===== src/rtl/uart_pkg.sv =====
// Shared UART transmit definitions: FSM states, frame shape and baud divisor.
package uart_pkg;
  localparam int DATA_BITS = 8;
  localparam int STOP_BITS = 1;

  typedef enum logic [1:0] {IDLE, START, DATA, STOP} tx_state_t;

  // Rounded divisor; results below 2 are not supported by the transmitter.
  function automatic int calc_div(input int clk_freq, input int baud);
    return (clk_freq + baud / 2) / baud;
  endfunction
endpackage


===== src/rtl/uart_tx_fifo_sync_fifo.sv =====
// Synchronous FIFO with head word always presented on dout while non-empty.
module sync_fifo #(
  parameter int WIDTH = 8,
  parameter int DEPTH = 16
) (
  input  logic                     sys_clk,
  input  logic                     sys_rst_n,
  input  logic                     push,
  input  logic                     pop,
  input  logic [WIDTH-1:0]         din,
  output logic [WIDTH-1:0]         dout,
  output logic                     full,
  output logic                     empty,
  output logic [$clog2(DEPTH):0]   count
);
  localparam int AW = $clog2(DEPTH);

  logic [WIDTH-1:0] r_mem [DEPTH];
  logic [AW-1:0]    r_wr, r_rd;
  logic [AW:0]      r_count;
  logic             w_push, w_pop;

  // Full blocks pushes even when a pop happens in the same cycle.
  assign w_push = push & ~full;
  assign w_pop  = pop & ~empty;

  always_ff @(posedge sys_clk)
    if (w_push) r_mem[r_wr] <= din;

  always_ff @(posedge sys_clk or negedge sys_rst_n) begin
    if (!sys_rst_n) begin
      r_wr    <= '0;
      r_rd    <= '0;
      r_count <= '0;
    end else begin
      if (w_push) r_wr <= r_wr + 1'b1;
      if (w_pop)  r_rd <= r_rd + 1'b1;
      case ({w_push, w_pop})
        2'b10:   r_count <= r_count + 1'b1;
        2'b01:   r_count <= r_count - 1'b1;
        default: r_count <= r_count;
      endcase
    end
  end

  assign dout  = r_mem[r_rd];
  assign full  = (r_count == (AW+1)'(DEPTH));
  assign empty = (r_count == '0);
  assign count = r_count;
endmodule


===== src/rtl/uart_tx_fifo.sv =====
// Buffered 8N1 UART transmitter: FIFO-fed frame FSM with back-to-back frames.
module uart_tx_fifo
  import uart_pkg::*;
#(
  parameter int CLK_FREQ   = 50_000_000,
  parameter int BAUD       = 115200,
  parameter int FIFO_DEPTH = 16
) (
  input  logic                          sys_clk,
  input  logic                          sys_rst_n,
  input  logic                          tx_send,
  input  logic [7:0]                    tx_data,
  output logic                          tx_full,
  output logic                          tx_empty,
  output logic [$clog2(FIFO_DEPTH):0]   tx_count,
  output logic                          tx_busy,
  output logic                          tx_overflow,
  output logic                          uart_txd
);
  localparam int DIV   = calc_div(CLK_FREQ, BAUD);
  localparam int CNT_W = $clog2(DIV * STOP_BITS);

  tx_state_t        r_state, w_state_n;
  logic [CNT_W-1:0] r_cnt, w_cnt_n;
  logic [7:0]       r_shift, w_shift_n;
  logic [2:0]       r_idx, w_idx_n;
  logic             r_txd, w_txd_n;
  logic             r_ovf;
  logic             w_pop;
  logic [7:0]       w_dout;
  logic             w_bit_end, w_stop_end;

  sync_fifo #(.WIDTH(8), .DEPTH(FIFO_DEPTH)) u_fifo (
    .sys_clk   (sys_clk),
    .sys_rst_n (sys_rst_n),
    .push      (tx_send),
    .pop       (w_pop),
    .din       (tx_data),
    .dout      (w_dout),
    .full      (tx_full),
    .empty     (tx_empty),
    .count     (tx_count)
  );

  assign w_bit_end  = (r_cnt == CNT_W'(DIV - 1));
  assign w_stop_end = (r_cnt == CNT_W'(DIV * STOP_BITS - 1));

  always_comb begin
    w_state_n = r_state;
    w_cnt_n   = r_cnt;
    w_shift_n = r_shift;
    w_idx_n   = r_idx;
    w_pop     = 1'b0;
    case (r_state)
      IDLE: begin
        w_cnt_n = '0;
        if (!tx_empty) begin
          w_pop     = 1'b1;
          w_shift_n = w_dout;
          w_state_n = START;
        end
      end
      START: begin
        if (w_bit_end) begin
          w_cnt_n   = '0;
          w_idx_n   = '0;
          w_state_n = DATA;
        end else w_cnt_n = r_cnt + 1'b1;
      end
      DATA: begin
        if (w_bit_end) begin
          w_cnt_n   = '0;
          w_shift_n = r_shift >> 1;
          w_idx_n   = r_idx + 3'd1;
          if (r_idx == 3'(DATA_BITS - 1)) w_state_n = STOP;
        end else w_cnt_n = r_cnt + 1'b1;
      end
      STOP: begin
        if (w_stop_end) begin
          w_cnt_n = '0;
          // Chain straight into the next frame so queued bytes leave with no idle gap.
          if (!tx_empty) begin
            w_pop     = 1'b1;
            w_shift_n = w_dout;
            w_state_n = START;
          end else w_state_n = IDLE;
        end else w_cnt_n = r_cnt + 1'b1;
      end
      default: w_state_n = IDLE;
    endcase
  end

  // Line level is decoded from the next state so uart_txd comes straight off a flop.
  always_comb begin
    w_txd_n = 1'b1;
    case (w_state_n)
      START:   w_txd_n = 1'b0;
      DATA:    w_txd_n = w_shift_n[0];
      default: w_txd_n = 1'b1;
    endcase
  end

  always_ff @(posedge sys_clk or negedge sys_rst_n) begin
    if (!sys_rst_n) begin
      r_state <= IDLE;
      r_cnt   <= '0;
      r_shift <= '0;
      r_idx   <= '0;
      r_txd   <= 1'b1;
      r_ovf   <= 1'b0;
    end else begin
      r_state <= w_state_n;
      r_cnt   <= w_cnt_n;
      r_shift <= w_shift_n;
      r_idx   <= w_idx_n;
      r_txd   <= w_txd_n;
      r_ovf   <= tx_send & tx_full;
    end
  end

  assign uart_txd    = r_txd;
  assign tx_busy     = (r_state != IDLE);
  assign tx_overflow = r_ovf;
endmodule


===== config.mk =====
export PLATFORM = sky130hd
export DESIGN_NAME = uart_tx_fifo
export DESIGN_NICKNAME = d
export VERILOG_FILES = /design/src/rtl/uart_pkg.sv /design/src/rtl/uart_tx_fifo_sync_fifo.sv /design/src/rtl/uart_tx_fifo.sv
export SDC_FILE = /design/constraint.sdc
export NUM_CORES = 1
export LEC_CHECK = 0
export ABC_AREA = 1
export CORE_MARGIN = 2
export CORE_UTILIZATION = 40
export DETAILED_ROUTE_END_ITERATION = 8
export GPL_TIMING_DRIVEN = 1
export HOLD_SLACK_MARGIN = 0.06
export SETUP_SLACK_MARGIN = 0.4
export SLEW_MARGIN = 25
export SYNTH_ARGS = -nofsm -noshare
export SYNTH_HDL_FRONTEND = slang
export SYNTH_SLANG_ARGS = --single-unit

===== constraint.sdc =====
create_clock -name sys_clk -period 3.6 [get_ports sys_clk]
set_clock_uncertainty 0.05 [all_clocks]
set_input_delay 0.9 -clock sys_clk [delete_from_list [all_inputs] [get_ports sys_clk]]
set_output_delay 0.9 -clock sys_clk [all_outputs]
set_load 0.01 [all_outputs]

==> results of run 1 <==
[worst reg2reg max path, stage by stage (launching register included)]
cell and delay (ps):
dfrtp_1 400, inv_1 60, ha_1 160, nand4_2 150, nor2_4 260, a21oi_4 140, nor2_4 100, nand2_2 80
clkinv_4 70, ha_1 220, inv_1 110, fa_1 410, nor2_1 130, a211oi_1 70, nand2_1 70, nand2_1 50
nor2_1 120, xor2_1 160
[state kept, by name, summed over array words and instances (netlist names)]
| signal | count |
|---|---|
| tx_overflow | 1 |
| uart_txd | 1 |
| u_fifo.r_wr | 4 |
| r_idx | 3 |
| r_shift | 8 |
| r_state | 2 |
| u_fifo.count | 5 |
| u_fifo.r_rd | 4 |
| r_cnt | 9 |
| u_fifo.r_mem | 128 |
[power groups by stage]
stage / registers (mW) / clock network (mW) / logic (mW)
floorplan: 2.53 / 0 / 1.61
global placement: 2.57 / 0 / 2.15
detailed placement: 2.59 / 0 / 2.18
CTS: 2.55 / 1.78 / 2.19
global route: 2.58 / 1.86 / 2.46
finish: 2.55 / 1.76 / 2.20
[worst max-delay path by stage]
stage / endpoint / slack (ps)
3_5_place_dp: u_fifo.count[4]$_DFFE_PN0P_ / 640
6_report: tx_busy / 710
2_1_floorplan: u_fifo.count[4]$_DFFE_PN0P_ / 1050
5_1_grt: u_fifo.count[4]$_DFFE_PN0P_ / 440
3_3_place_gp: u_fifo.count[4]$_DFFE_PN0P_ / 640
4_1_cts: tx_busy / 690
[metal layers]
layer / up-vias / part of all wire [%] / GRT usage (%)
li1: 2413 / - / -
met1: 2393 / 46 / 23.84
met2: 153 / 47 / 28.58
met3: 37 / 4.2 / 3.200
met4: 0 / 2.5 / 7.105
met5: - / 0 / 0
[final cells by class]
type                    instances  share of cell area [%]
inverters                      48                   2.226
flip-flops and latches        165                   57.35
clock buffers                  18                   5.158
clock inverters                14                   1.744
repair buffers                 26                   2.887
multi-input cells             462                   27.19
well taps                     229                   3.444
[layout by cell type (no fill, tap or decap), types with 5 or more instances in the layout]
master and count:
nor2_1 142, edfxtp_1 128, nand2_1 125, nand3_1 65, o21ai_1 42, inv_1 40
dfrtp_1 35, o21ai_0 19, ha_1 19, clkdlybuf4s50_1 19, clkbuf_16 17, a21oi_1 8
xor2_1 7, clkinv_4 6, nor3_1 6, buf_4 6, inv_2 5
[kinds of logic after synthesis]
group / Yosys count / share of synthesized area (%)
xor+xnor: 10 / 1.186
fa+ha+maj: 20 / 3.491
flops: 165 / 64.62
compound gates: 80 / 5.999
buf+inv: 75 / 4.745
simple gates: 352 / 19.96
[what timing repair did]
action	in CTS	in global routing
setup buffers	1	0
setup endpoints to repair	1	0
hold buffers	0	0
hold endpoints to repair	0	0
[per-stage QoR]
stage / std cells / power [mW] / hold slack, ps / instance area [µm²]
final: 962 / 6.515 / 440.2 / 8320
after global routing: 962 / 6.897 / 490.1 / 8320
after CTS: 962 / 6.526 / 444.5 / 8320
after detailed placement: 929 / 4.767 / 435.7 / 7739
after global placement: 929 / 4.721 / 427.1 / 7739
after floorplan: 702 / 4.139 / 410.8 / 7383
==> impl_metrics.csv, run 1 <==
group,metric,value,unit
worst_hold_path,min_to,"r_cnt[0]$_DFF_PN0_",
detailed_routing,via_per_inst,5.193,
pwr,ir_drop,0.0003949,V
clock_tree,clock_latency,430,ps
timing,finalCriticalPeriod,2893,ps
synthesis,synth_edf_count,128,
pwr,p_clk_share,27.1,%
synthesis,yosysUniqueCellTypes,39,
timing,setup_viol,0,
cells_and_area,regArea,4772,µm²
synthesis,synthTopCellsByCount,"nor2_1 (142), edfxtp_1 (128), nand2_1 (125)",
timing,fin_crit_sh,80.37,%
worst_setup_path,r2r-start,"r_cnt[1]$_DFF_PN0_",
worst_setup_path,crit_cells,4,
worst_setup_path,cp_common_cell,"inv_1",
global_routing,grt_antenna_before_repair,0,
synthesis,synth_top_area_share,52.06,%
clock_tree,cts.htree.levels,4,
cells_and_area,fin_util,46.16,%
cells_and_area,drive_above_1_share,7.640,%
global_routing,grt_max_degree,67,
timing,setup_tns,0,ps
detailed_routing,drt_wl_total,16.73,mm
timing,layout_setup_ws,706.7,ps
timing,max-slew-margin-rel,42.12,%
global_routing,grt_pass1_wl,26.55,mm
floorplan,ios,21,
cells_and_area,syn2layout_area_growth,12.69,%
detailed_routing,remaining_drc_errors,0,
worst_hold_path,hold_start,"r_cnt[0]$_DFF_PN0_",
synthesis,synth.ff_latch_count,165,
worst_setup_path,start_kind,"flop",
worst_setup_path,crit_required,2650,ps
synthesis,syn_area,7383,µm²
worst_setup_path,critPathCaptureType,"output port",
synthesis,synth_cells,702,
clock_tree,clk_pin_slew,70,ps
worst_setup_path,worst_r2r_endpoint,"u_fifo.count[4]$_DFFE_PN0P_",
detailed_routing,drt_pass1_iterations,6,
clock_tree,cts_resized,0,
placed_design,gp_congestion,0.7793,
synthesis,synth-seq-area-share,64.62,%
global_routing,grt_usage,17.71,%
job,cap_violations,0,
worst_setup_path,critPathBufInv,3,
global_routing,grt_pass1_vias,4966,
pwr,p_int,4.043,mW
pwr,power_density,783.0,nW/µm²
worst_setup_path,path_class,"reg -> out",
worst_setup_path,crit_chain,"inv_1 > ha_1 > inv_1 > clkdlybuf4s50_1",
worst_setup_path,max_stage_delay,540,ps
synthesis,syn_area_per_cell,10.52,µm²
timing,slew_viol_final,0,
timing,maxClockFrequency,345.6,MHz
placed_design,io_buffers,20,
worst_setup_path,critPathArrivalTime,1940,ps
pwr,p_sw,2.472,mW
worst_setup_path,critPathMaxFanout,6,
pwr,leakage,3.275,nW
pwr,combPwrFrac,33.8,%
worst_setup_path,r2r_slack,710,ps
synthesis,yosys_most_used_dff,"edfxtp_1",
timing,hold_viol_final,0,
worst_setup_path,slowest_stage,"clkdlybuf4s50_1",
placed_design,dpl_worst_slack,635.1,ps
clock_tree,cts.path.max_buffers,2,
synthesis,synth.area.top_cells,"edfxtp_1 (52%), dfrtp_1 (12%), nor2_1 (7.2%)",
timing,rsz0062_at_grt,"false",
status,outcome,"finished, final reports clean",
floorplan,core,18020,µm²
timing,tightest_slew,868.2,ps
detailed_routing,wl_per_cell,17.39,µm
detailed_routing,vias,4996,
synthesis,async_flop_share,22.42,%
cells_and_area,antenna_cells,0,
floorplan,die_y,139.9,µm
clock_tree,cts.sink_count,165,
cells_and_area,multiInputGateArea,2262,µm²
worst_setup_path,cpLargestDelayFamily,"buffers and inverters",
global_routing,grt_overflow,0,
clock_tree,root_buffer,"clkbuf_16",
floorplan,die_w,139.9,µm
floorplan,num_rows,49,
synthesis,yosysMostFrequentCell,"nor2_1",
synthesis,ys_warn_count,0,
clock_tree,cts_buffers,17,
worst_hold_path,hold_path_class,"reg -> reg",
floorplan,start_util,40.96,%
pwr,power_frac_seq,39.2,%
synthesis,synth_fp_nets,733,
cells_and_area,n_fill_cell,1702,
cells_and_area,nets,751,
detailed_routing,ant_nets,0,
worst_setup_path,setup.worst_path.start,"r_state[0]$_DFF_PN0_",
pwr,power_switching_share,37.95,%
floorplan,die-area,19560,µm²
detailed_routing,drt_iter0_drc,462,
clock_tree,cts_tree,"built",
worst_hold_path,hold_depth,1,
worst_setup_path,reg2reg_depth,17,
synthesis,yosysTopAreaCell,"edfxtp_1",
placed_design,dp_hpwl,10.89,mm
(Power assumes the default switching activity.)
==> run 2: changes to the inputs <==
==> constraint.sdc (replaced) <==
create_clock -name sys_clk -period 2.45 [get_ports sys_clk]
set_clock_uncertainty 0.05 [all_clocks]
set_input_delay 0.6125 -clock sys_clk [delete_from_list [all_inputs] [get_ports sys_clk]]
set_output_delay 0.6125 -clock sys_clk [all_outputs]
set_load 0.01 [all_outputs]
==> impl_metrics.csv, run 2 (synthesized netlist as in run 1, its figures left out) <==
group,metric,value,unit
clock_tree,cts_tree,"built",
worst_setup_path,reg2reg_depth,19,
detailed_routing,drt_iter0_drc,387,
timing,max-slew-margin-rel,50.44,%
detailed_routing,via_per_inst,5.102,
placed_design,dpl_worst_slack,-1.495,ps
floorplan,die_y,139.9,µm
cells_and_area,antenna_cells,0,
worst_hold_path,hold_path_class,"in -> async",
pwr,power_switching_share,36.09,%
pwr,p_clk_share,26.1,%
placed_design,dp_hpwl,10.77,mm
worst_setup_path,r2r_slack,120,ps
timing,hold_viol_final,0,
cells_and_area,syn2layout_area_growth,22.81,%
timing,slew_viol_final,0,
floorplan,start_util,40.96,%
pwr,power_frac_seq,36.4,%
pwr,power_density,1119,nW/µm²
cells_and_area,final_common_cell,"nor2_1",
global_routing,grt_max_degree,35,
worst_setup_path,critPathCaptureType,"flop",
pwr,leakage,3.668,nW
pwr,finalPower,10.14,mW
cells_and_area,n_fill_cell,1602,
worst_setup_path,critPathArrivalTime,2630,ps
cells_and_area,reg_top3,"u_fifo.r_mem x128, r_cnt x9, r_shift x8",
global_routing,grt_pass1_vias,5280,
worst_setup_path,path_class,"reg -> reg",
timing,setup_tns,0,ps
detailed_routing,wl_per_cell,16.42,µm
worst_setup_path,crit_required,2760,ps
detailed_routing,remaining_drc_errors,0,
cells_and_area,multiInputGateArea,2391,µm²
pwr,p_sw,3.661,mW
detailed_routing,ant_nets,0,
job,cap_violations,0,
pwr,combPwrFrac,37.5,%
clock_tree,clk_pin_slew,60,ps
clock_tree,cts.htree.levels,4,
cells_and_area,top_register,"u_fifo.r_mem",
floorplan,die-area,19560,µm²
worst_setup_path,start_kind,"flop",
timing,maxClockFrequency,429.6,MHz
timing,layout_setup_ws,122.0,ps
clock_tree,cts_buffers,17,
global_routing,grt_usage,18.08,%
floorplan,die_w,139.9,µm
floorplan,ios,21,
cells_and_area,regArea,4773,µm²
detailed_routing,drt_pass1_iterations,5,
cells_and_area,largest_register_ff_count,128,
timing,setup_viol,0,
cells_and_area,final_cell_mix,"nor2_1 (138), edfxtp_1 (128), nand2_1 (118)",
global_routing,grt_antenna_before_repair,0,
status,outcome,"finished, final reports clean",
placed_design,io_buffers,20,
worst_setup_path,critPathMaxFanout,3,
detailed_routing,drt_wl_total,16.99,mm
floorplan,core,18020,µm²
clock_tree,ctsHoldBuffers,0,
timing,fin_crit_sh,95.02,%
pwr,ir_drop,0.0006041,V
global_routing,grt_pass1_wl,27.23,mm
clock_tree,cts.path.max_buffers,2,
timing,tightest_slew,741.0,ps
cells_and_area,nets,824,
timing,rsz0062_at_grt,"true",
clock_tree,cts.sink_count,165,
detailed_routing,vias,5281,
placed_design,gp_congestion,0.8278,
worst_setup_path,r2r-start,"r_cnt[1]$_DFF_PN0_",
clock_tree,clock_latency,420,ps
clock_tree,root_buffer,"clkbuf_16",
cells_and_area,drive_above_1_share,19.73,%
global_routing,grt_overflow,0,
pwr,p_int,6.484,mW
worst_setup_path,worst_r2r_endpoint,"uart_txd$_DFF_PN1_",
timing,finalCriticalPeriod,2328,ps
floorplan,num_rows,49,
[run 2: cell types whose count changed in the layout (fill, tap and decap cells not counted), moves of 5 or more]
cell and delta:
inv_2 +6, buf_6 +15, dlygate4sd2_1 +5, clkdlybuf4s50_1 -9
ha_4 +6, buf_4 +61, nand2_2 +6, nand2_1 -7
inv_1 -9, ha_1 -6
[run 2: final cells by class]
| class | count | area share (%) |
|---|---|---|
| flip-flops and latches | 165 | 52.64 |
| multi-input cells | 462 | 26.37 |
| inverters | 48 | 2.139 |
| clock inverters | 14 | 1.766 |
| well taps | 229 | 3.160 |
| repair buffers | 99 | 9.190 |
| clock buffers | 18 | 4.733 |
[run 2: worst max-delay path by stage]
stage,startpoint,endpoint
finish,r_cnt[1]$_DFF_PN0_,uart_txd$_DFF_PN1_
global route,r_cnt[2]$_DFF_PN0_,u_fifo.count[4]$_DFFE_PN0P_
CTS,r_cnt[1]$_DFF_PN0_,u_fifo.count[4]$_DFFE_PN0P_
detailed placement,tx_send,u_fifo.count[4]$_DFFE_PN0P_
global placement,tx_send,u_fifo.count[4]$_DFFE_PN0P_
floorplan,r_cnt[1]$_DFF_PN0_,u_fifo.count[4]$_DFFE_PN0P_
[run 2: critical path: stages, from the launching register on]
cell     delay (ps)
dfrtp_1         390
inv_2            70
ha_4            130
nand4_4          90
buf_4           150
buf_4           120
buf_4           120
buf_4           120
buf_4           120
buf_4           120
buf_4           120
buf_4           120
inv_1            60
nand2_2          70
nand3_2          60
nand3_1          80
nand2_2         100
nor2_1           50
nand3_1          70
nand2_1          50
[run 2: power groups by stage]
stage               clock network (mW)  registers [mW]  logic, mW
global placement                     0            3.74       3.40
global route                      2.82            3.74       4.24
floorplan                            0            3.72       2.42
detailed placement                   0            3.74       3.46
finish                            2.65            3.70       3.80
CTS                               2.69            3.68       3.64
[run 2: layer usage]
metal	track usage [%]	share of wire, %
met5	0	0
met4	7.105	2.0
met3	3.028	3.7
met2	32.22	53
met1	21.88	42
[run 2: stage by stage]
step	cells	util (%)	hold WS (ps)	cell area, µm²
finish	1035	50.31	148.7	9067
global route	1035	50.31	192.0	9067
CTS	1029	49.47	154.8	8916
detailed placement	965	44.70	435.1	8056
global placement	965	44.70	429.2	8056
floorplan	702	-	266.9	7431
[run 2: what timing repair did]
action / CTS / global route
setup buffers: 32 / 6
pin swaps: 7 / 9
gates resized for setup: 29 / 35
endpoints found under the setup margin: 13 / 70
